<file path="config.mk">
export PLATFORM = sky130hd
export DESIGN_NAME = dark_uart_rx_flat
export DESIGN_NICKNAME = d
export VERILOG_FILES = /design/src/rtl/dark_uart_rx_if.sv /design/src/rtl/dark_uart_rx.sv /design/src/flat_wrapper.sv
export SDC_FILE = /design/constraint.sdc
export NUM_CORES = 1
export LEC_CHECK = 0
export CAP_MARGIN = 10
export CORE_ASPECT_RATIO = 1.75
export CORE_MARGIN = 2
export CORE_UTILIZATION = 55
export DETAILED_ROUTE_END_ITERATION = 6
export PLACE_DENSITY = 0.74
export SLEW_MARGIN = 20
export SYNTH_ARGS = -nofsm -noshare
export SYNTH_HDL_FRONTEND = slang
export SYNTH_SLANG_ARGS = --single-unit
export TNS_END_PERCENT = 20
</file>
<file path="constraint.sdc">
create_clock -name XCLK -period 3.1 [get_ports XCLK]
set_clock_uncertainty 0.15 [all_clocks]
set_input_delay 0.31 -clock XCLK [delete_from_list [all_inputs] [get_ports XCLK]]
set_output_delay 0.31 -clock XCLK [all_outputs]
set_load 0.005 [all_outputs]
</file>
<file path="src/rtl/dark_uart_rx_if.sv">
// rtl/dark_uart_rx_if.sv - received-byte stream bundle between dark_uart_rx and its consumer
//
// Purpose: carries the head-of-FIFO byte and its valid/ready handshake.
// Signals:
//   DATA  [7:0]  head-of-FIFO byte, 8'h00 whenever VALID = 0
//   VALID        FIFO not empty
//   READY        consumer accepts; a pop happens on VALID && READY
// Modports: master = receiver side, slave = consumer side.
interface dark_uart_rx_if;
  logic [7:0] DATA;
  logic       VALID;
  logic       READY;

  modport master (output DATA, output VALID, input READY);
  modport slave  (input DATA, input VALID, output READY);
endinterface

</file>
<file path="src/rtl/dark_uart_rx.sv">
// rtl/dark_uart_rx.sv - 8N1 UART receiver with oversampling FSM and FWFT byte FIFO
//
// Purpose: frames 8N1 characters from the asynchronous RXD line using a fixed
// baud divisor, buffers them in a small first-word-fall-through FIFO and
// presents them on a valid/ready byte stream.
// Ports:
//   XCLK  in   system clock, rising edge
//   XRES  in   asynchronous active-high reset
//   RXD   in   serial input, idle high, asynchronous to XCLK
//   CLR   in   synchronous clear of FERR / OVF (a same-cycle set wins)
//   FERR  out  sticky framing error
//   OVF   out  sticky overflow (byte dropped)
//   bus   master side of dark_uart_rx_if (DATA / VALID / READY)
module dark_uart_rx #(
  parameter int BAUD_DIV   = 868,
  parameter int FIFO_DEPTH = 4
) (
  input  logic XCLK,
  input  logic XRES,
  input  logic RXD,
  input  logic CLR,
  output logic FERR,
  output logic OVF,
  dark_uart_rx_if.master bus
);

  localparam int HALF = BAUD_DIV >> 1;
  localparam int CW   = $clog2(BAUD_DIV);
  localparam int AW   = $clog2(FIFO_DEPTH);

  localparam logic [CW-1:0] CNT_HALF = CW'(HALF - 1);
  localparam logic [CW-1:0] CNT_BIT  = CW'(BAUD_DIV - 1);
  localparam logic [CW-1:0] CNT_ONE  = CW'(1);
  localparam logic [AW:0]   PTR_ONE  = (AW+1)'(1);

  localparam logic [2:0] S_IDLE  = 3'd0;
  localparam logic [2:0] S_START = 3'd1;
  localparam logic [2:0] S_DATA  = 3'd2;
  localparam logic [2:0] S_STOP  = 3'd3;
  localparam logic [2:0] S_BREAK = 3'd4;

  // Two-flop synchronizer; rxs_q is the synchronized line, rxs_prev_q its
  // one-cycle-delayed copy used only for falling-edge detection.
  logic sync1_q;
  logic rxs_q;
  logic rxs_prev_q;

  logic [2:0]    state_q, state_d;
  logic [CW-1:0] cnt_q, cnt_d;
  logic [2:0]    bitn_q, bitn_d;
  logic [7:0]    sh_q, sh_d;
  logic          ferr_q, ferr_d;
  logic          ovf_q, ovf_d;
  logic [AW:0]   wp_q, wp_d;
  logic [AW:0]   rp_q, rp_d;
  logic [7:0]    mem_q [FIFO_DEPTH];

  logic fall;
  logic tick;
  logic push;
  logic frame_err;
  logic empty;
  logic full;
  logic pop;
  logic wr_en;
  logic drop;

  assign fall = rxs_prev_q & ~rxs_q;
  assign tick = (cnt_q == '0);

  // Frame FSM: cnt counts down to the centre of each bit.
  always_comb begin
    state_d   = state_q;
    cnt_d     = cnt_q;
    bitn_d    = bitn_q;
    sh_d      = sh_q;
    push      = 1'b0;
    frame_err = 1'b0;
    case (state_q)
      S_IDLE: begin
        if (fall) begin
          cnt_d   = CNT_HALF;
          state_d = S_START;
        end
      end
      S_START: begin
        if (tick) begin
          if (!rxs_q) begin
            cnt_d   = CNT_BIT;
            bitn_d  = 3'd0;
            state_d = S_DATA;
          end else begin
            // Line already back high at mid-start: treat as a glitch.
            state_d = S_IDLE;
          end
        end else begin
          cnt_d = cnt_q - CNT_ONE;
        end
      end
      S_DATA: begin
        if (tick) begin
          sh_d[bitn_q] = rxs_q;
          cnt_d        = CNT_BIT;
          if (bitn_q == 3'd7) begin
            state_d = S_STOP;
          end else begin
            bitn_d = bitn_q + 3'd1;
          end
        end else begin
          cnt_d = cnt_q - CNT_ONE;
        end
      end
      S_STOP: begin
        if (tick) begin
          if (rxs_q) begin
            push    = 1'b1;
            state_d = S_IDLE;
          end else begin
            frame_err = 1'b1;
            state_d   = S_BREAK;
          end
        end else begin
          cnt_d = cnt_q - CNT_ONE;
        end
      end
      S_BREAK: begin
        // Hold off start detection until the line has returned high.
        if (rxs_q) begin
          state_d = S_IDLE;
        end
      end
      default: state_d = S_IDLE;
    endcase
  end

  // FIFO: the extra pointer bit separates full from empty. A push into a
  // full FIFO is still accepted when a pop frees the head in the same cycle.
  always_comb begin
    empty = (wp_q == rp_q);
    full  = (wp_q[AW] != rp_q[AW]) && (wp_q[AW-1:0] == rp_q[AW-1:0]);
    pop   = !empty && bus.READY;
    wr_en = push && (!full || pop);
    drop  = push && full && !pop;

    wp_d = wp_q;
    rp_d = rp_q;
    if (wr_en) begin
      wp_d = wp_q + PTR_ONE;
    end
    if (pop) begin
      rp_d = rp_q + PTR_ONE;
    end

    // Set takes priority over clear.
    ferr_d = ferr_q;
    if (frame_err) begin
      ferr_d = 1'b1;
    end else if (CLR) begin
      ferr_d = 1'b0;
    end

    ovf_d = ovf_q;
    if (drop) begin
      ovf_d = 1'b1;
    end else if (CLR) begin
      ovf_d = 1'b0;
    end
  end

  always_ff @(posedge XCLK or posedge XRES) begin
    if (XRES) begin
      sync1_q    <= 1'b1;
      rxs_q      <= 1'b1;
      rxs_prev_q <= 1'b1;
      state_q    <= S_IDLE;
      cnt_q      <= '0;
      bitn_q     <= 3'd0;
      sh_q       <= 8'h00;
      ferr_q     <= 1'b0;
      ovf_q      <= 1'b0;
      wp_q       <= '0;
      rp_q       <= '0;
    end else begin
      sync1_q    <= RXD;
      rxs_q      <= sync1_q;
      rxs_prev_q <= rxs_q;
      state_q    <= state_d;
      cnt_q      <= cnt_d;
      bitn_q     <= bitn_d;
      sh_q       <= sh_d;
      ferr_q     <= ferr_d;
      ovf_q      <= ovf_d;
      wp_q       <= wp_d;
      rp_q       <= rp_d;
    end
  end

  // Storage needs no reset: DATA is masked to zero while the FIFO is empty.
  always_ff @(posedge XCLK) begin
    if (wr_en) begin
      mem_q[wp_q[AW-1:0]] <= sh_q;
    end
  end

  assign bus.VALID = !empty;
  assign bus.DATA  = empty ? 8'h00 : mem_q[rp_q[AW-1:0]];
  assign FERR      = ferr_q;
  assign OVF       = ovf_q;

endmodule
</file>
<file path="src/flat_wrapper.sv">
// flat-port wrapper written by rule: the top's interface ports become plain ports
module dark_uart_rx_flat 
#(
  parameter int BAUD_DIV   = 868,
  parameter int FIFO_DEPTH = 4
)
  (XCLK, XRES, RXD, CLR, FERR, OVF, bus_DATA, bus_VALID, bus_READY);
  dark_uart_rx_if bus_i ();
  input  logic XCLK;
  input  logic XRES;
  input  logic RXD;
  input  logic CLR;
  output logic FERR;
  output logic OVF;
  output wire logic [$bits(bus_i.DATA)-1:0] bus_DATA;
  output wire logic [$bits(bus_i.VALID)-1:0] bus_VALID;
  input wire logic [$bits(bus_i.READY)-1:0] bus_READY;
  assign bus_DATA = bus_i.DATA;
  assign bus_VALID = bus_i.VALID;
  assign bus_i.READY = bus_READY;
  dark_uart_rx #(.BAUD_DIV(BAUD_DIV), .FIFO_DEPTH(FIFO_DEPTH)) u_core (.XCLK(XCLK), .XRES(XRES), .RXD(RXD), .CLR(CLR), .FERR(FERR), .OVF(OVF), .bus(bus_i));
endmodule
</file>
## After elaboration in Yosys (flattened, before gate mapping)

Memories as Yosys holds them, arrays and structs flattened.
Index checks and enable logic that the tools add are counted.

| operators by class | value |
|---|---|
| bitwise operators | 2 |
| mux-type cells | 35 |
| eq/ne operators | 18 |
| reductions and logical operators | 20 |
| $mul | 0 |
| div/mod/pow operators | 0 |
| shifts and indexed selects | 0 |
| $add $sub $neg | 4 |
| magnitude comparators | 2 |

Operators with widths:

| operator | count |
|---|---|
| $mux W10 | 5 |
| $pmux W10 S4 | 1 |
| $mux W3 | 11 |
| $pmux W3 S5 | 1 |
| $mux W1 | 12 |
| $ne A2 B1 Y1 const B | 6 |
| $logic_not A10 Y1 | 1 |
| $sub A10 B1 Y10 const B | 1 |
| $add A3 B1 Y3 const B | 3 |
| $bwmux W8 | 1 |
| $mux W8 | 1 |
| $eq A3 B2 Y1 const B | 2 |
| $eq A3 B3 Y1 const B | 2 |
| $logic_and A1 B1 Y1 | 6 |
| $ne A2 B2 Y1 const B | 3 |
| $pmux W3 S2 | 1 |
| $reduce_and A6 Y1 | 1 |
| $reduce_bool A2 Y1 | 3 |
| $reduce_and A5 Y1 | 1 |
| $lt A3 B4 Y1 const B | 1 |
| $reduce_and A4 Y1 | 1 |
| $reduce_bool A4 Y1 | 1 |
| $demux W1 S3 | 1 |
| $eq A3 B1 Y1 const B | 1 |
| other kinds (12) | 14 |

| storage, ports and cells | value |
|---|---|
| word-level logic and storage cells | 93 |
| register bits after elaboration | 35 |
| bits in read-only memories | 0 |
| latch bits | 0 |
| memories kept | 1 |
| RAM bits | 32 |
| output and inout bits | 11 |
| input bits | 5 |

Memories:

| name | words | width | rd ports | clocked after memory_dff | wr ports | line | source |
|---|---|---|---|---|---|---|---|
| u_core.mem_q | 4 | 8 | 1 | 0 | 1 | dark_uart_rx.sv:56 | `logic [7:0] mem_q [FIFO_DEPTH];` |

## Depth between registers and ports, before layout

Gate-level depths: netlist (run 1).

| logic depth | value |
|---|---|
| word-level depth | 7 |
| mapped depth | 9 |
| depth with buffers taken out | 7 |

## Worst setup path before layout (run 1)

OpenSTA, ideal clock, no wires.

| timing path | value |
|---|---|
| path type | flip-flop to flip-flop |
| from | register u_core.cnt_q[0] |
| to | memory u_core.mem_q[3][0] (enable) |
| setup slack | 446 ps |
| cell stages (with the launch flop) | 9 |
| buffers on the path | 2 |
| setup time | 339 ps |
| data arrival time | 2165 ps |
| required time | 2611 ps |
| clock period less this slack | 2654 ps |
| path through | dfrtp_1 inv_1 ha_1 or4b_4 buf_6 nor3_1 and4b_1 clkbuf_1 and2_1 |

| between the ends | value |
|---|---|
| longest elaborated chain between the ends | 6 |

RTL lines:

| item | line | source |
|---|---|---|
| start, declared | dark_uart_rx.sv:49 | `logic [CW-1:0] cnt_q, cnt_d;` |
| start signal, assigned | dark_uart_rx.sv:188 | `cnt_q <= cnt_d;` |
| $logic_not A10 Y1 | dark_uart_rx.sv:69 | `assign tick = (cnt_q == '0);` |
| $mux W1 | dark_uart_rx.sv:114 | `if (tick) begin` |
| $mux W1 | dark_uart_rx.sv:79 | `case (state_q)` |
| $logic_and A1 B1 Y1 | dark_uart_rx.sv:142 | `wr_en = push && (!full \|\| pop);` |
| $mux W1 | dark_uart_rx.sv:200 | `if (wr_en) begin` |
| $mux W1 (not written as such) | dark_uart_rx.sv:201 | `mem_q[wp_q[AW-1:0]] <= sh_q;` |
| end, declared | dark_uart_rx.sv:56 |  |

No other way between the ends.

## Final worst setup path (run 1)

| timing path | value |
|---|---|
| from | register u_core.cnt_q[1] |
| to | memory u_core.mem_q[1][4] (enable) |

The elaborated chain is that of the path after synthesis.

==> reports/qor.yml, run 1 <==
status:
  status: "complete, no violations"
pwr:
  power_density_mw_per_mm2: 625
  leakagePower_uw: 0.00141
  worst_ir_drop_vdd_mv: 0.399
yosys:
  synth.net_count: 247
  async_flop_share: 0.522
  ys_seq_area_frac: 0.601
  synth_top_area_cell: "edfxtp_1"
  yosysTopAreaCellShare: 0.314
  syn_inst: 234
  ys_ff_latch: 67
  synth_cell_types: 48
  avgSynthCellArea_um2: 13.1
  yosys_warnings: 0
  synth_common_cells: "32 x dfrtp_1, 32 x edfxtp_1, 16 x nor2_1"
  synth_area_leaders: "edfxtp_1 31%, dfrtp_1 26%, mux4_2 5.9%, ha_1 3.3%, mux2_2 2.9%"
  synth-edff-count: 32
  syn_area_mm2: 0.00306
  synth_ff_type: "edfxtp_1"
worst_setup_path:
  arrival_ns: 2.63
  worst_path_max_delay_cell: "or4b_4"
  critical-path-max-stage-delay_ns: 0.53
  critPathTopFamily: "simple AND/OR/NAND/NOR gates"
  r2r_start: "u_core.cnt_q[1]"
  crit_buf_inv: 1
  ff2ff_path_depth: 6
  endpoint: "u_core.mem_q[1][4]"
  cp.depth: 6
  r2r_end: "u_core.mem_q[1][4]"
  crit_start: "u_core.cnt_q[1]"
  worstSetupStartpointType: "flop"
  crit_fanout: 8
  rrSetupSlack_ns: 0.31
  endpoint_kind: "flop"
  critical_path_required_ns: 2.94
  path_cells: "inv_1 > ha_1 > or4b_4 > nor3_1 > and4b_1 > and2_1"
  crit_type: "reg -> reg"
floorplanning:
  die_area_mm2: 0.00621
  io_pins: 16
  chipHeight_um: 103
  initial_utilization: 0.558
  core_area_mm2: 0.00550
  die_w_um: 60.4
  num_rows: 36
drt:
  routed_wl_um: 5180
  post_drt_via_cell_ratio: 5.48
  drtIter0Drc: 41
  met2WireLength_um: 2960
  met3WireLength_um: 132
  top_layer_used: "met4"
  antenna_left: 0
  wl_per_cell_um: 15.6
  num_vias: 1813
  drc_errors: 0
  first_pass_iters: 4
  routedLengthMet1_um: 1980
global_routing:
  grt_pass1_wl_um: 8340
  grt_usage: 0.189
  globalRoute.totalOverflow: 0
  grt_pass1_vias: 1783
  grt_max_degree: 36
  grt_antenna_before_repair: 0
cells_and_area:
  fin_nets: 263
  final_core_util: 0.625
  drive_gt1_frac: 0.165
  diodes: 0
  syn2layout_area_growth_pct: 12.0
clocking:
  cts_buffer_depth: 2
  insertion_delay_ns: 0.34
  clock_sinks: 67
  cts_tree: "done"
  cts_buffers: 9
  clkTransAtPathRegs_ns: 0.07
  post_cts.repair.setup_buffers: 0
  cts.repair.resized: 0
  h-tree-depth: 3
  holdBufCountCts: 0
  cts-root-buf: "clkbuf_8"
sta:
  setup_viol: 0
  max_slew_margin: 0.584
  post-route-min-period_ns: 2.79
  clock.fmax_ghz: 0.359
  timing.hold.ws_ns: 0.206
  maxSlewViolCount: 0
  rsz0062_at_grt: "no"
  period_share: 0.899
  worst-slew-pin-transition_ns: 0.618
  layout_setup_ws_ns: 0.315
  finalSetupTns_ns: 0
  hold_viol: 0
placed_design:
  dpl.hpwl_um: 3780
  port_buffers: 15
  post-place-ws_ns: 0.322
  gp_congestion: 0.857
job:
  maxCapViolCount: 0
min_path:
  min_path_type: "in -> async"
==> placed cells by master, fill, tap and decap left out, types with 6 or more instances in the layout <==
cell             instances
a21oi_1                  6
and2_1                  12
clkbuf_8                 9
clkdlybuf4s50_1         15
dfrtp_1                 32
edfxtp_1                32
ha_1                     8
inv_1                    7
mux2_2                   8
mux4_2                   8
nand2_1                 14
nor2_1                  16
nor3_1                   7
o21ai_0                 10
xnor2_1                  6
==> stage by stage <==
| stage | cells | total power [uW] | instance area (um2) |
|---|---|---|---|
| floorplan | 234 | 1470 | 3060 |
| global placement | 315 | 1550 | 3270 |
| detailed placement | 315 | 1570 | 3270 |
| CTS | 331 | 2170 | 3430 |
| global route | 331 | 2270 | 3430 |
| finish | 331 | 2150 | 3430 |
==> report_power, final <==
part           leakage [uW]  total (uW)  internal (uW)  switching (uW)
logic              0.000528         401            209             192
registers          0.000806        1150           1020             128
clock network     0.0000791         599            286             314
==> final cells by class <==
cell class | count | area [um2]
sequential | 67 | 1840
tap | 76 | 95.1
fill | 459 | 2060
clock buffer | 11 | 131
timing repair buffer | 18 | 173
clock inverter | 5 | 30.0
inverter | 7 | 26.3
multi-input combinational | 147 | 1140
==> worst min-delay path by stage <==
stage                               from              to  slack, ns  cells after the start
after CTS                 u_core.sync1_q    u_core.rxs_q       0.21                      0
after detailed placement  u_core.sync1_q    u_core.rxs_q       0.20                      0
after global routing      u_core.sync1_q    u_core.rxs_q       0.21                      0
final                               XRES  u_core.wp_q[2]       0.21                      3
after floorplan                      RXD  u_core.sync1_q       0.16                      0
after global placement    u_core.sync1_q    u_core.rxs_q       0.20                      0
==> sequential cells by signal, summed over array words and instances, names as in the netlist <==
| register | flops |
|---|---|
| u_core.cnt_q | 10 |
| u_core.bitn_q | 3 |
| u_core.FERR | 1 |
| u_core.mem_q | 32 |
| u_core.rp_q | 3 |
| u_core.OVF | 1 |
| u_core.sh_q | 8 |
| u_core.rxs_prev_q | 1 |
| u_core.wp_q | 3 |
| u_core.rxs_q | 1 |
| u_core.sync1_q | 1 |
| u_core.state_q | 3 |
==> logic make-up (layout without fill, tap and decap cells) <==
| kind of cell | Yosys count | after routing | synth area share |
|---|---|---|---|
| AO/OA/AOI/OAI | 35 | 35 | 0.0751 |
| XOR/XNOR | 9 | 9 | 0.0257 |
| adder cells (fa/ha/maj) | 8 | 8 | 0.0327 |
| buffers and inverters | 20 | 41 | 0.0282 |
| flip-flops | 67 | 67 | 0.601 |
| multiplexers | 19 | 19 | 0.100 |
| AND/OR/NAND/NOR | 76 | 76 | 0.138 |
==> worst reg2reg max path, stage by stage (launching register included) <==
cell     delay [ns]
dfrtp_1        0.41
inv_1          0.09
ha_1           0.18
or4b_4         0.53
nor3_1         0.31
and4b_1        0.35
and2_1         0.42
==> routing by layer <==
| layer | track usage | vias up |
|---|---|---|
| met4 | 0.0870 | 0 |
| li1 | - | 892 |
| met3 | 0.0527 | 9 |
| met2 | 0.342 | 28 |
| met5 | 0 | - |
| met1 | 0.195 | 884 |
No activity file was read; power rests on OpenSTA's default activity.
==> run 2, diff against run 1 <==
- GPL_TIMING_DRIVEN: unset -> 0
==> run 2 against run 1 <==
Compared with the run above:
- clock power fell by 0.8%
- critical path depth up 1
- maximum frequency shrank 3.6%
- sequential share of layout area shrank 0.73 points
- largest power group unchanged
- combinational power grew 15%
- total power increased by 0.59%
- global-route usage is 1.4 points higher
- sequential power decreased by 4%
- hold slack improved by 0.0066 ns
- core utilization grew 0.87 points
==> reports/qor.yml, run 2 (synthesis results as in run 1) <==
cells_and_area:
  final_core_util: 0.633  # +0.00865
  syn2layout_area_growth_pct: 13.6
  diodes: 0  # unchanged
  mostFrequentLayoutCells: "32 x dfrtp_1, 32 x edfxtp_1, 16 x nor2_1, 15 x clkdlybuf4s50_1, 14 x nand2_1"
  drive_gt1_frac: 0.185  # +0.0202
  largest_register_ffs: 32  # unchanged
  fin_nets: 273  # +3.8%
drt:
  num_vias: 1876  # +3.5%
  post_drt_via_cell_ratio: 5.50  # +0.44%
  antenna_left: 0  # unchanged
  drtIter0Drc: 46  # +12%
  wl_per_cell_um: 15.5  # -0.74%
  routed_wl_um: 5300  # +2.3%
  first_pass_iters: 7  # +3
  drc_errors: 0  # unchanged
sta:
  setup_viol: 0  # unchanged
  period_share: 0.932  # +0.0334
  worst-slew-pin-transition_ns: 0.736  # +0.118 ns
  clock.fmax_ghz: 0.346  # -3.6%
  rsz0062_at_grt: "no"
  post-route-min-period_ns: 2.89  # +0.103 ns
  maxSlewViolCount: 0  # unchanged
  hold_viol: 0  # unchanged
  max_slew_margin: 0.509  # -0.0757
global_routing:
  grt_max_degree: 36  # unchanged
  grt_pass1_vias: 1943  # +9.0%
  grt_usage: 0.203  # +0.0142
  globalRoute.totalOverflow: 0  # unchanged
  grt_pass1_wl_um: 8850  # +6.2%
  grt_antenna_before_repair: 0  # unchanged
floorplanning:
  die_w_um: 60.4  # unchanged
  io_pins: 16  # unchanged
  num_rows: 36  # unchanged
  initial_utilization: 0.558  # unchanged
  core_area_mm2: 0.00550  # unchanged
  chipHeight_um: 103  # unchanged
  die_area_mm2: 0.00621  # unchanged
clocking:
  clkTransAtPathRegs_ns: 0.07  # about the same
  insertion_delay_ns: 0.34  # about the same
  cts_tree: "done"
  holdBufCountCts: 0  # unchanged
  h-tree-depth: 3  # unchanged
  cts_buffers: 9  # unchanged
  clock_sinks: 67  # unchanged
  cts_buffer_depth: 2  # unchanged
  cts-root-buf: "clkbuf_8"
worst_setup_path:
  worstSetupStartpointType: "flop"
  crit_type: "reg -> out"
  critical_path_required_ns: 2.64  # -0.30 ns
  endpoint_kind: "primary output"
  crit_fanout: 10  # +2
  ff2ff_path_depth: 8  # +2
  r2r_start: "u_core.cnt_q[0]"
  crit_start: "u_core.rp_q[0]"
  arrival_ns: 2.43  # -0.20 ns
min_path:
  min_path_type: "in -> reg"
  worstHoldStart: "RXD"
  hold_path_depth: 1
job:
  maxCapViolCount: 0  # unchanged
placed_design:
  dpl.hpwl_um: 3870  # +2.4%
  port_buffers: 15  # unchanged
  gp_congestion: 0.809  # -5.6%
pwr:
  worst_ir_drop_vdd_mv: 0.481  # +21%
  totalPowerFinal_uw: 2160  # +0.59%
  leakagePower_uw: 0.00143  # +1.2%
  power_density_mw_per_mm2: 620  # -0.78%
status:
  status: "complete, no violations"
[run 2: timing repair]
item                       in CTS  in global routing
setup endpoints to repair      17                 33
cloned                          0                  0
gates resized for setup         3                  3
buffers inserted                0                  0
[run 2: metrics by stage]
step / area [um2] / hold WS (ns) / instances / TNS, ns / setup slack [ns]
3_3_place_gp: 3310 / 0.196 / 325 / -0.438 / -0.0502
3_5_place_dp: 3310 / 0.202 / 325 / -0.252 / -0.0321
4_1_cts: 3470 / 0.194 / 341 / 0 / 0.00339
2_1_floorplan: 3060 / 0.164 / 234 / 0 / 0.446
6_report: 3480 / 0.213 / 341 / 0 / 0.211
5_1_grt: 3480 / 0.217 / 341 / 0 / 0.0164
[run 2: worst paths after layout]
kind	to	slack [ns]
worst max-delay path	bus_DATA[3]	0.21
worst min-delay path	u_core.sync1_q	0.21
worst max register to register	u_core.mem_q[3][1]	0.26
worst min register to register	u_core.rxs_q	0.22
max in group asynchronous	u_core.sh_q[1]	2.05
min in group asynchronous	u_core.OVF	0.26
[run 2: layout make-up]
| class | count | area [um2] |
|---|---|---|
| Buffer | 13 | 61.3 |
| Clock buffer | 10 | 128 |
| Clock inverter | 6 | 32.5 |
| Fill cell | 452 | 2010 |
| Inverter | 7 | 26.3 |
| Multi-Input combinational cell | 147 | 1150 |
| Sequential cell | 67 | 1840 |
| Tap cell | 76 | 95.1 |
| Timing Repair Buffer | 15 | 150 |
[run 2: per-layer routing]
layer	vias to the layer above	global-route usage	wire length, um
li1	910	-	-
met1	925	0.196	1930
met2	30	0.374	3080
met3	11	0.0565	145
met4	0	0.107	142
met5	-	0	0
[run 2: worst max-delay path, cell delays in order, from the launching register on]
cell and delay (ns):
dfrtp_1 0.35, buf_2 0.32, xor2_1 0.25, nor2_1 0.06, nand2_1 0.08, clkbuf_1 0.33
and2_1 0.20, clkdlybuf4s50_1 0.50
[run 2: power by group]
part	switching, uW	internal, uW	leakage (uW)
logic	242	219	0.000547
clock network	313	281	0.0000771
registers	86.6	1020	0.000806
total	641	1520	0.00143
==> run 3, diff against run 2 <==
- CORE_UTILIZATION: 55 -> 40
- PLACE_DENSITY: 0.74 -> unset
- clock period: 3.1 -> 2.4 ns (I/O delays scaled with it)
==> run 3 against run 2 <==
Compared with the run above:
- the flow now finishes with violations (setup timing)
- sequential power rose by 32%
- via count rose by 7.1%
- die area rose by 35%
- clock power rose to 2.6 times the previous value
- core utilization fell by 10 points
- global-route usage fell by 3.7 points
- hold slack got worse by 0.049 ns
- sequential share of layout area fell by 6.7 points
- cell count rose by 7.6%
- highest routed layer unchanged
==> reports/qor.yml, run 3 (synthesis results as in run 1) <==
sta:
  layout_setup_ws_ns: -0.119  # -0.330 ns
  post-route-min-period_ns: 2.52
  setup_viol: 18  # +18
  maxSlewViolCount: 0  # unchanged
  finalSetupTns_ns: -0.764  # -0.764 ns
  period_share: 1.05
  max_slew_margin: 0.546  # +0.0373
  clock.fmax_ghz: 0.397
  hold_viol: 0  # unchanged
  worst-slew-pin-transition_ns: 0.674  # -0.0620 ns
  rsz0062_at_grt: "yes"
drt:
  antenna_left: 0  # unchanged
  first_pass_iters: 4  # -3
  post_drt_via_cell_ratio: 5.47  # -0.50%
  wl_per_cell_um: 17.2  # +11%
  num_vias: 2009  # +7.1%
  routed_wl_um: 6310  # +19%
  drtIter0Drc: 130  # +180%
  drc_errors: 0  # unchanged
worst_setup_path:
  arrival_ns: 2.58  # +0.15 ns
  worstSetupStartpointType: "flop"
  endpoint_kind: "flop"
  critical_path_required_ns: 2.46  # -0.18 ns
  crit_type: "reg -> reg"
  crit_fanout: 7  # -3
global_routing:
  grt_pass1_vias: 2016  # +3.8%
  grt_antenna_before_repair: 0  # unchanged
  grt_usage: 0.165  # -0.0375
  globalRoute.totalOverflow: 0  # unchanged
  grt_max_degree: 30  # -17%
  grt_pass1_wl_um: 10300  # +17%
clocking:
  clock_sinks: 67  # unchanged
  cts-root-buf: "clkbuf_16"
  clkTransAtPathRegs_ns: 0.05  # -0.02 ns
  insertion_delay_ns: 0.33  # about the same
  cts_buffer_depth: 2  # unchanged
  cts_buffers: 9  # unchanged
  h-tree-depth: 3  # unchanged
  cts_tree: "done"
cells_and_area:
  diodes: 0  # unchanged
  stdcell_count: 367  # +7.6%
  largest_register_ffs: 32  # unchanged
  drive_gt1_frac: 0.308  # +0.123
  fin_nets: 287  # +5.1%
  layout_commonest_cell: "edfxtp_1"
  mostFrequentLayoutCells: "32 x edfxtp_1, 31 x dfrtp_1, 14 x nor2_1, 13 x nand2_1, 12 x clkdlybuf4s50_1"
  design_area_mm2: 0.00399  # +15%
  syn2layout_area_growth_pct: 30.1
placed_design:
  dpl.hpwl_um: 4090  # +5.8%
  port_buffers: 15  # unchanged
  dpl-instance-area_mm2: 0.00336  # +1.7%
  place_inst: 338  # +4.0%
  post-place-ws_ns: -0.377  # -0.345 ns
  gp_congestion: 0.793  # -2.0%
floorplanning:
  initial_utilization: 0.408  # -0.150
  io_pins: 16  # unchanged
  num_rows: 42  # +17%
  core_area_mm2: 0.00751  # +37%
  die_area_mm2: 0.00840  # +35%
  chipHeight_um: 120  # +17%
  die_w_um: 70.2  # +16%
status:
  status: "finished with violations"
  violations: "setup timing"
pwr:
  power_density_mw_per_mm2: 960  # +55%
  leakagePower_uw: 0.00169  # +18%
  worst_ir_drop_vdd_mv: 0.566  # +18%
min_path:
  min_path_type: "in -> reg"
job:
  maxCapViolCount: 0  # unchanged
## run 3: repair_timing
item / 4_1_cts / 5_1_grt
pin swaps: 9 / 5
gates cloned: 2 / 1
setup endpoints to repair: 65 / 57
hold endpoints to repair: 6 / 0
setup buffers: 10 / 1
hold buffers: 1 / 0
resized for setup: 22 / 21
## run 3: path summary, 6_finish.rpt
kind | start | slack (ns) | endpoint | cells past startpoint
setup / recovery | u_core.cnt_q[0] | -0.12 | u_core.bitn_q[0] | 7
hold / removal | RXD | 0.16 | u_core.sync1_q | 1
setup reg to reg | u_core.cnt_q[0] | -0.12 | u_core.bitn_q[0] | 7
hold reg to reg | u_core.sync1_q | 0.21 | u_core.rxs_q | 0
max in group asynchronous | XRES | 1.10 | u_core.sync1_q | 4
min in group asynchronous | XRES | 0.53 | u_core.wp_q[1] | 3
## run 3: power by group
group	total, uW	leakage (uW)	internal (uW)	switching, uW
clock	1520	0.000161	1040	483
sequential	1450	0.000805	1320	130
combinational	853	0.000726	454	400
total	3830	0.00169	2810	1010
## run 3: cell type report
type	instances	area (um2)
Fill cell	657	3530
Sequential cell	67	1840
Multi-Input combinational cell	149	1260
Timing Repair Buffer	29	308
Clock buffer	10	239
Clock inverter	6	113
Tap cell	88	110
Buffer	11	85.1
Inverter	7	26.3
## run 3: worst max-delay path: stages, from the launching register on
cell and delay (ns):
dfrtp_1 0.39, inv_2 0.08, ha_4 0.13, or4b_4 0.51, or3_1 0.38, buf_6 0.15
or3_4 0.34, mux2_4 0.27
## run 3: per-stage QoR
step | util | total power [uW] | hold WS (ns)
2_1_floorplan | - | 1900 | 0.0945
3_3_place_gp | 0.445 | 2040 | 0.196
3_5_place_dp | 0.448 | 2060 | 0.197
4_1_cts | 0.517 | 3780 | 0.147
5_1_grt | 0.530 | 4000 | 0.171
6_report | 0.530 | 3830 | 0.163
## run 3: routing by layer
layer	share of wire	track usage	vias to the layer above
met5	0	0	-
met4	0.033	0.0877	0
met3	0.030	0.0395	15
met2	0.58	0.302	39
met1	0.36	0.171	1017
li1	-	-	938
==> RTL edit 1 (flow settings as in run 1) <==
`BAUD_DIV` is set to 868 in 2 places; all go to 1736.
--- a/src/rtl/dark_uart_rx.sv
+++ b/src/rtl/dark_uart_rx.sv
@@ -12,7 +12,7 @@
 //   OVF   out  sticky overflow (byte dropped)
 //   bus   master side of dark_uart_rx_if (DATA / VALID / READY)
 module dark_uart_rx #(
-  parameter int BAUD_DIV   = 868,
+  parameter int BAUD_DIV   = 1736,
   parameter int FIFO_DEPTH = 4
 ) (
   input  logic XCLK,
--- a/src/flat_wrapper.sv
+++ b/src/flat_wrapper.sv
@@ -1,7 +1,7 @@
 // flat-port wrapper written by rule: the top's interface ports become plain ports
 module dark_uart_rx_flat 
 #(
-  parameter int BAUD_DIV   = 868,
+  parameter int BAUD_DIV   = 1736,
   parameter int FIFO_DEPTH = 4
 )
   (XCLK, XRES, RXD, CLR, FERR, OVF, bus_DATA, bus_VALID, bus_READY);
Function: no difference found for any inputs over 10 cycles, from zero or initial values; that may be too few to reach the edited logic, so the function may still have changed.
==> RTL edit 1 against run 1 <==
Worst setup slack worse by 0.0022 ns; sequential cell count up 1; wire length up 11%; area after synthesis up 6.4%; sequential share of layout area down 3.1 points; register-to-register slack better by 0.18 ns; cell area up 7.5%; final cell count up 3.3%; critical endpoint is now bus_DATA[7].
Power is not compared: it rests on default switching activity, and its combinational part moved more than twofold at a synthesized area within 25%.
==> RTL edit 1: results <==
metrics = {
    "yosys": {
        "synth_fp_nets": 254,
        "synth_mux_area_share_pct": 10.44,
        "synthXorXnorAreaFrac_pct": 2.150,
        "synthAdderAreaFrac_pct": 3.455,
        "syn_inst": 240,
        "ys_seq_area_share_pct": 57.24,
        "synth_compound_area_share_pct": 9.904,
        "synth_area_leaders": "edfxtp_1 (29%), dfrtp_1 (25%), mux4_2 (5.5%), mux2_2 (3.8%), ha_1 (3.5%)",
        "synthFlopType": "dfrtp_1",
        "synthArstFlopShare_pct": 52.94,
        "synth_common_cells": "dfrtp_1 (33), edfxtp_1 (32), nor2_1 (14)",
        "synthDistinctLibCells": 60,
    },
    "setup_path": {
        "regToRegSetupSlack_ns": 0.49,
        "crit_fanout": 11,
        "reg2reg_to": "u_core.mem_q[1][5]",
        "startpoint": "u_core.rp_q[1]",
        "slowest_stage": "or3b_2",
    },
    "global_routing": {
        "grt_max_degree": 19,
        "gr-usage-met2_pct": 36.18,
        "grt_use_total_pct": 19.92,
        "grt_pass1_vias": 2103,
    },
    "cells_and_area": {
        "multi_input_area_mm2": 0.001308,
        "layoutNonFillerInstCount": 342,
        "layout.nets": 273,
        "layout.nonclk_buf_share_pct": 5.288,
        "num-multi-input-gates": 152,
        "num-fill-cells": 456,
        "drive_above_1_share_pct": 21.21,
        "seq_area_share_pct": 50.54,
        "clock_buffers": 9,
        "nNonClkBuffers": 21,
        "clock_area_share_pct": 5.390,
    },
    "detailed_routing": {
        "via_per_inst": 5.851,
        "drt_iter0_markers": 61,
        "drt-total-wl_um": 5755,
        "met2WireLength_um": 3245,
        "wl_met1_um": 2177,
    },
    "placement": {
        "placed_cells": 326,
        "hpwl_um": 4199,
        "gp_congestion": 0.8205,
    },
    "outcome": {
        "status": "finished clean",
    },
    "timing": {
        "tightest_slew_ns": 0.5378,
    },
}
-- RTL edit 1: cell types whose count changed after synthesis, sizes merged, moves of 3 or more --
cell | run 1 | this run
nand2 | 14 | 7
o21ai | 10 | 4
a31oi | 2 | 6
a21oi | 6 | 3
mux2 | 10 | 13
o211ai | 0 | 3
o41ai | 0 | 3
-- RTL edit 1: worst max-delay path by stage --
stage | to | slack, ns | depth (start not counted)
final | bus_DATA[7] | 0.31 | 4
after global routing | bus_DATA[4] | 0.15 | 4
after CTS | bus_DATA[7] | 0.26 | 4
after detailed placement | u_core.mem_q[1][6] | 0.46 | 6
after global placement | u_core.mem_q[1][7] | 0.60 | 6
after floorplan | u_core.mem_q[3][0] | 0.70 | 5
-- RTL edit 1: per-stage QoR --
stage	hold slack [ns]	cell area [um^2]	power, mW
final	0.1191	3691	3.053
after global routing	0.1727	3691	3.252
after CTS	0.1388	3691	3.080
after detailed placement	0.2013	3492	2.351
after global placement	0.1967	3492	2.313
after floorplan	0.1645	3259	2.020
==> RTL edit 2 (config.mk and constraints of run 1) <==
Made on the original files. Take the reset off `sh_q` and load it in a clocked block of its own.
--- a/src/rtl/dark_uart_rx.sv
+++ b/src/rtl/dark_uart_rx.sv
@@ -175,7 +175,6 @@
       state_q    <= S_IDLE;
       cnt_q      <= '0;
       bitn_q     <= 3'd0;
-      sh_q       <= 8'h00;
       ferr_q     <= 1'b0;
       ovf_q      <= 1'b0;
       wp_q       <= '0;
@@ -187,7 +186,6 @@
       state_q    <= state_d;
       cnt_q      <= cnt_d;
       bitn_q     <= bitn_d;
-      sh_q       <= sh_d;
       ferr_q     <= ferr_d;
       ovf_q      <= ovf_d;
       wp_q       <= wp_d;
@@ -195,6 +193,10 @@
     end
   end
 
+  always_ff @(posedge XCLK) begin
+    sh_q <= sh_d;
+  end
+
   // Storage needs no reset: DATA is masked to zero while the FIFO is empty.
   always_ff @(posedge XCLK) begin
     if (wr_en) begin
Check against the original RTL: same outputs for any inputs over 10 cycles, from zero or initial values; that may be too few to reach the edited logic, so the function may still have changed.
==> RTL edit 2 against run 1 <==
Highest routed layer unchanged; critical endpoint is now u_core.mem_q[2][2]; largest cell class unchanged; global-route usage increased by 0.50 points; power increased by 24%; area after synthesis decreased by 0.41%; cell area increased by 2.3%; worst setup slack got worse by 0.013 ns; wire length decreased by 3.3%; utilization increased by 3.8 points; sequential cell count unchanged.
==> RTL edit 2: results <==
metrics = {
    "yosys": {
        "synthXorXnorAreaFrac_pct": 2.296,
        "synthAdderAreaFrac_pct": 3.280,
        "synth-edff-count": 40,
        "synthDistinctLibCells": 50,
        "synth.most_common_cell": "edfxtp_1",
        "synth_common_cells": "edfxtp_1 (40), dfrtp_1 (24), nor2_1 (22)",
        "synth_mux_area_share_pct": 7.298,
        "synth_fp_nets": 239,
        "synth_compound_area_share_pct": 7.708,
        "ys_seq_area_share_pct": 61.62,
        "synthArstFlopShare_pct": 40.30,
        "synth_area_leaders": "edfxtp_1 (39%), dfrtp_1 (20%), mux4_2 (5.9%), ha_1 (3.3%), nor2_1 (2.7%)",
    },
    "setup_path": {
        "reg2reg_depth": 7,
        "arrival_ns": 2.66,
        "rr_startpoint": "u_core.cnt_q[0]",
        "slowest_stage": "or3b_4",
        "regToRegSetupSlack_ns": 0.30,
        "cp_slowest_stage_delay_ns": 0.47,
        "reg2reg_to": "u_core.mem_q[2][2]",
        "path_delay_family": "simple AND/OR/NAND/NOR gates",
    },
    "cells_and_area": {
        "layout.nets": 261,
        "drive_above_1_share_pct": 16.60,
        "antenna_cells": 0,
        "largest_reg_flops": 32,
        "num-fill-cells": 414,
    },
    "detailed_routing": {
        "dr.pass1.iters": 4,
        "drt-total-wl_um": 5006,
        "drt_iter0_markers": 57,
        "vias": 1814,
    },
    "placement": {
        "hpwl_um": 3664,
        "port_buffers": 15,
        "gp_congestion": 0.7883,
    },
    "global_routing": {
        "grt_use_total_pct": 19.36,
        "antenna_found_initial": 0,
        "grt_pass1_vias": 1875,
        "grt_max_degree": 28,
        "grt_pass1_wl_um": 8480,
    },
    "power_and_ir_drop": {
        "ir_drop_mv": 0.4787,
        "p_leak_nw": 1.262,
    },
    "worst_hold_path": {
        "hp-class": "in -> async",
    },
    "clock_tree": {
        "cts.path.max_buffers": 2,
        "cts_buffers": 9,
        "cts_max_level": 3,
        "insertion_delay_ns": 0.35,
        "cts_root_buffer": "clkbuf_8",
        "post_cts_resized": 0,
        "cts_setup_buffers": 0,
    },
    "timing": {
        "slew_headroom_pct": 50.18,
        "hold_ws_ns": 0.1818,
    },
    "outcome": {
        "status": "finished clean",
    },
    "floorplan": {
        "die_w_um": 60.31,
    },
}
[RTL edit 2: changes by cell type after synthesis, sizes merged, moves of 5 or more]
cell | run 1 | this run
edfxtp | 32 | 40
o21ai | 10 | 5
dfrtp | 32 | 24
mux2 | 10 | 2
nor2 | 16 | 23
[RTL edit 2: metrics by stage]
| step | total power, mW | setup slack (ns) | cells | area (um^2) |
|---|---|---|---|---|
| after floorplan | 1.645 | 0.5939 | 226 | 3052 |
| after detailed placement | 1.878 | 0.2869 | 311 | 3284 |
| final | 2.663 | 0.3015 | 327 | 3511 |
| after global placement | 1.859 | 0.3605 | 311 | 3284 |
| after CTS | 2.686 | 0.2541 | 327 | 3511 |
| after global routing | 2.808 | 0.04062 | 327 | 3511 |
[RTL edit 2: routing by layer]
layer	vias to the layer above	wire, um	track usage, %
met5	-	0	0
li1	878	-	-
met2	30	2891	34.78
met3	12	116	4.141
met4	0	151	11.97
met1	894	1846	19.52
[RTL edit 2: worst register-to-register path: stages (launching register included)]
cell	delay, ns
dfrtp_1	0.41
inv_1	0.07
ha_1	0.17
nor3b_2	0.31
nand4_2	0.21
or3b_4	0.47
nor3b_2	0.26
and2_1	0.40
[RTL edit 2: layout make-up]
| class | count | share of cell area (%) |
|---|---|---|
| tap | 74 | 2.637 |
| sequential | 67 | 53.56 |
| clock inverter | 6 | 2.530 |
| inverter | 9 | 0.9622 |
| clock buffer | 10 | 3.920 |
| timing repair buffer | 17 | 4.704 |
| multi-input combinational | 144 | 31.68 |
[RTL edit 2: how the worst max path moves through the flow]
stage | from | to | slack, ns | depth (start not counted)
6_report | u_core.cnt_q[0] | u_core.mem_q[2][2] | 0.30 | 7
3_3_place_gp | u_core.cnt_q[0] | u_core.mem_q[1][0] | 0.36 | 7
5_1_grt | u_core.cnt_q[0] | u_core.mem_q[1][2] | 0.04 | 7
2_1_floorplan | u_core.cnt_q[0] | u_core.mem_q[3][0] | 0.59 | 7
3_5_place_dp | u_core.cnt_q[0] | u_core.mem_q[1][4] | 0.29 | 7
4_1_cts | u_core.rp_q[0] | bus_DATA[0] | 0.25 | 5
[RTL edit 2: power breakdown]
group / internal, mW / leakage (nW) / switching (mW)
sequential: 1.03 / 0.685 / 0.183
combinational: 0.411 / 0.469 / 0.226
clock: 0.474 / 0.108 / 0.336
[RTL edit 2: logic make-up (layout without fill, tap and decap cells)]
logic type | after synthesis | count (layout)
AOI/OAI and AO/OA | 34 | 34
adders and majority gates | 8 | 8
DFF | 67 | 67
muxes | 12 | 12
xor gates and xnor gates | 8 | 8
and+or+nand+nor | 82 | 82
buffers and inverters | 15 | 42
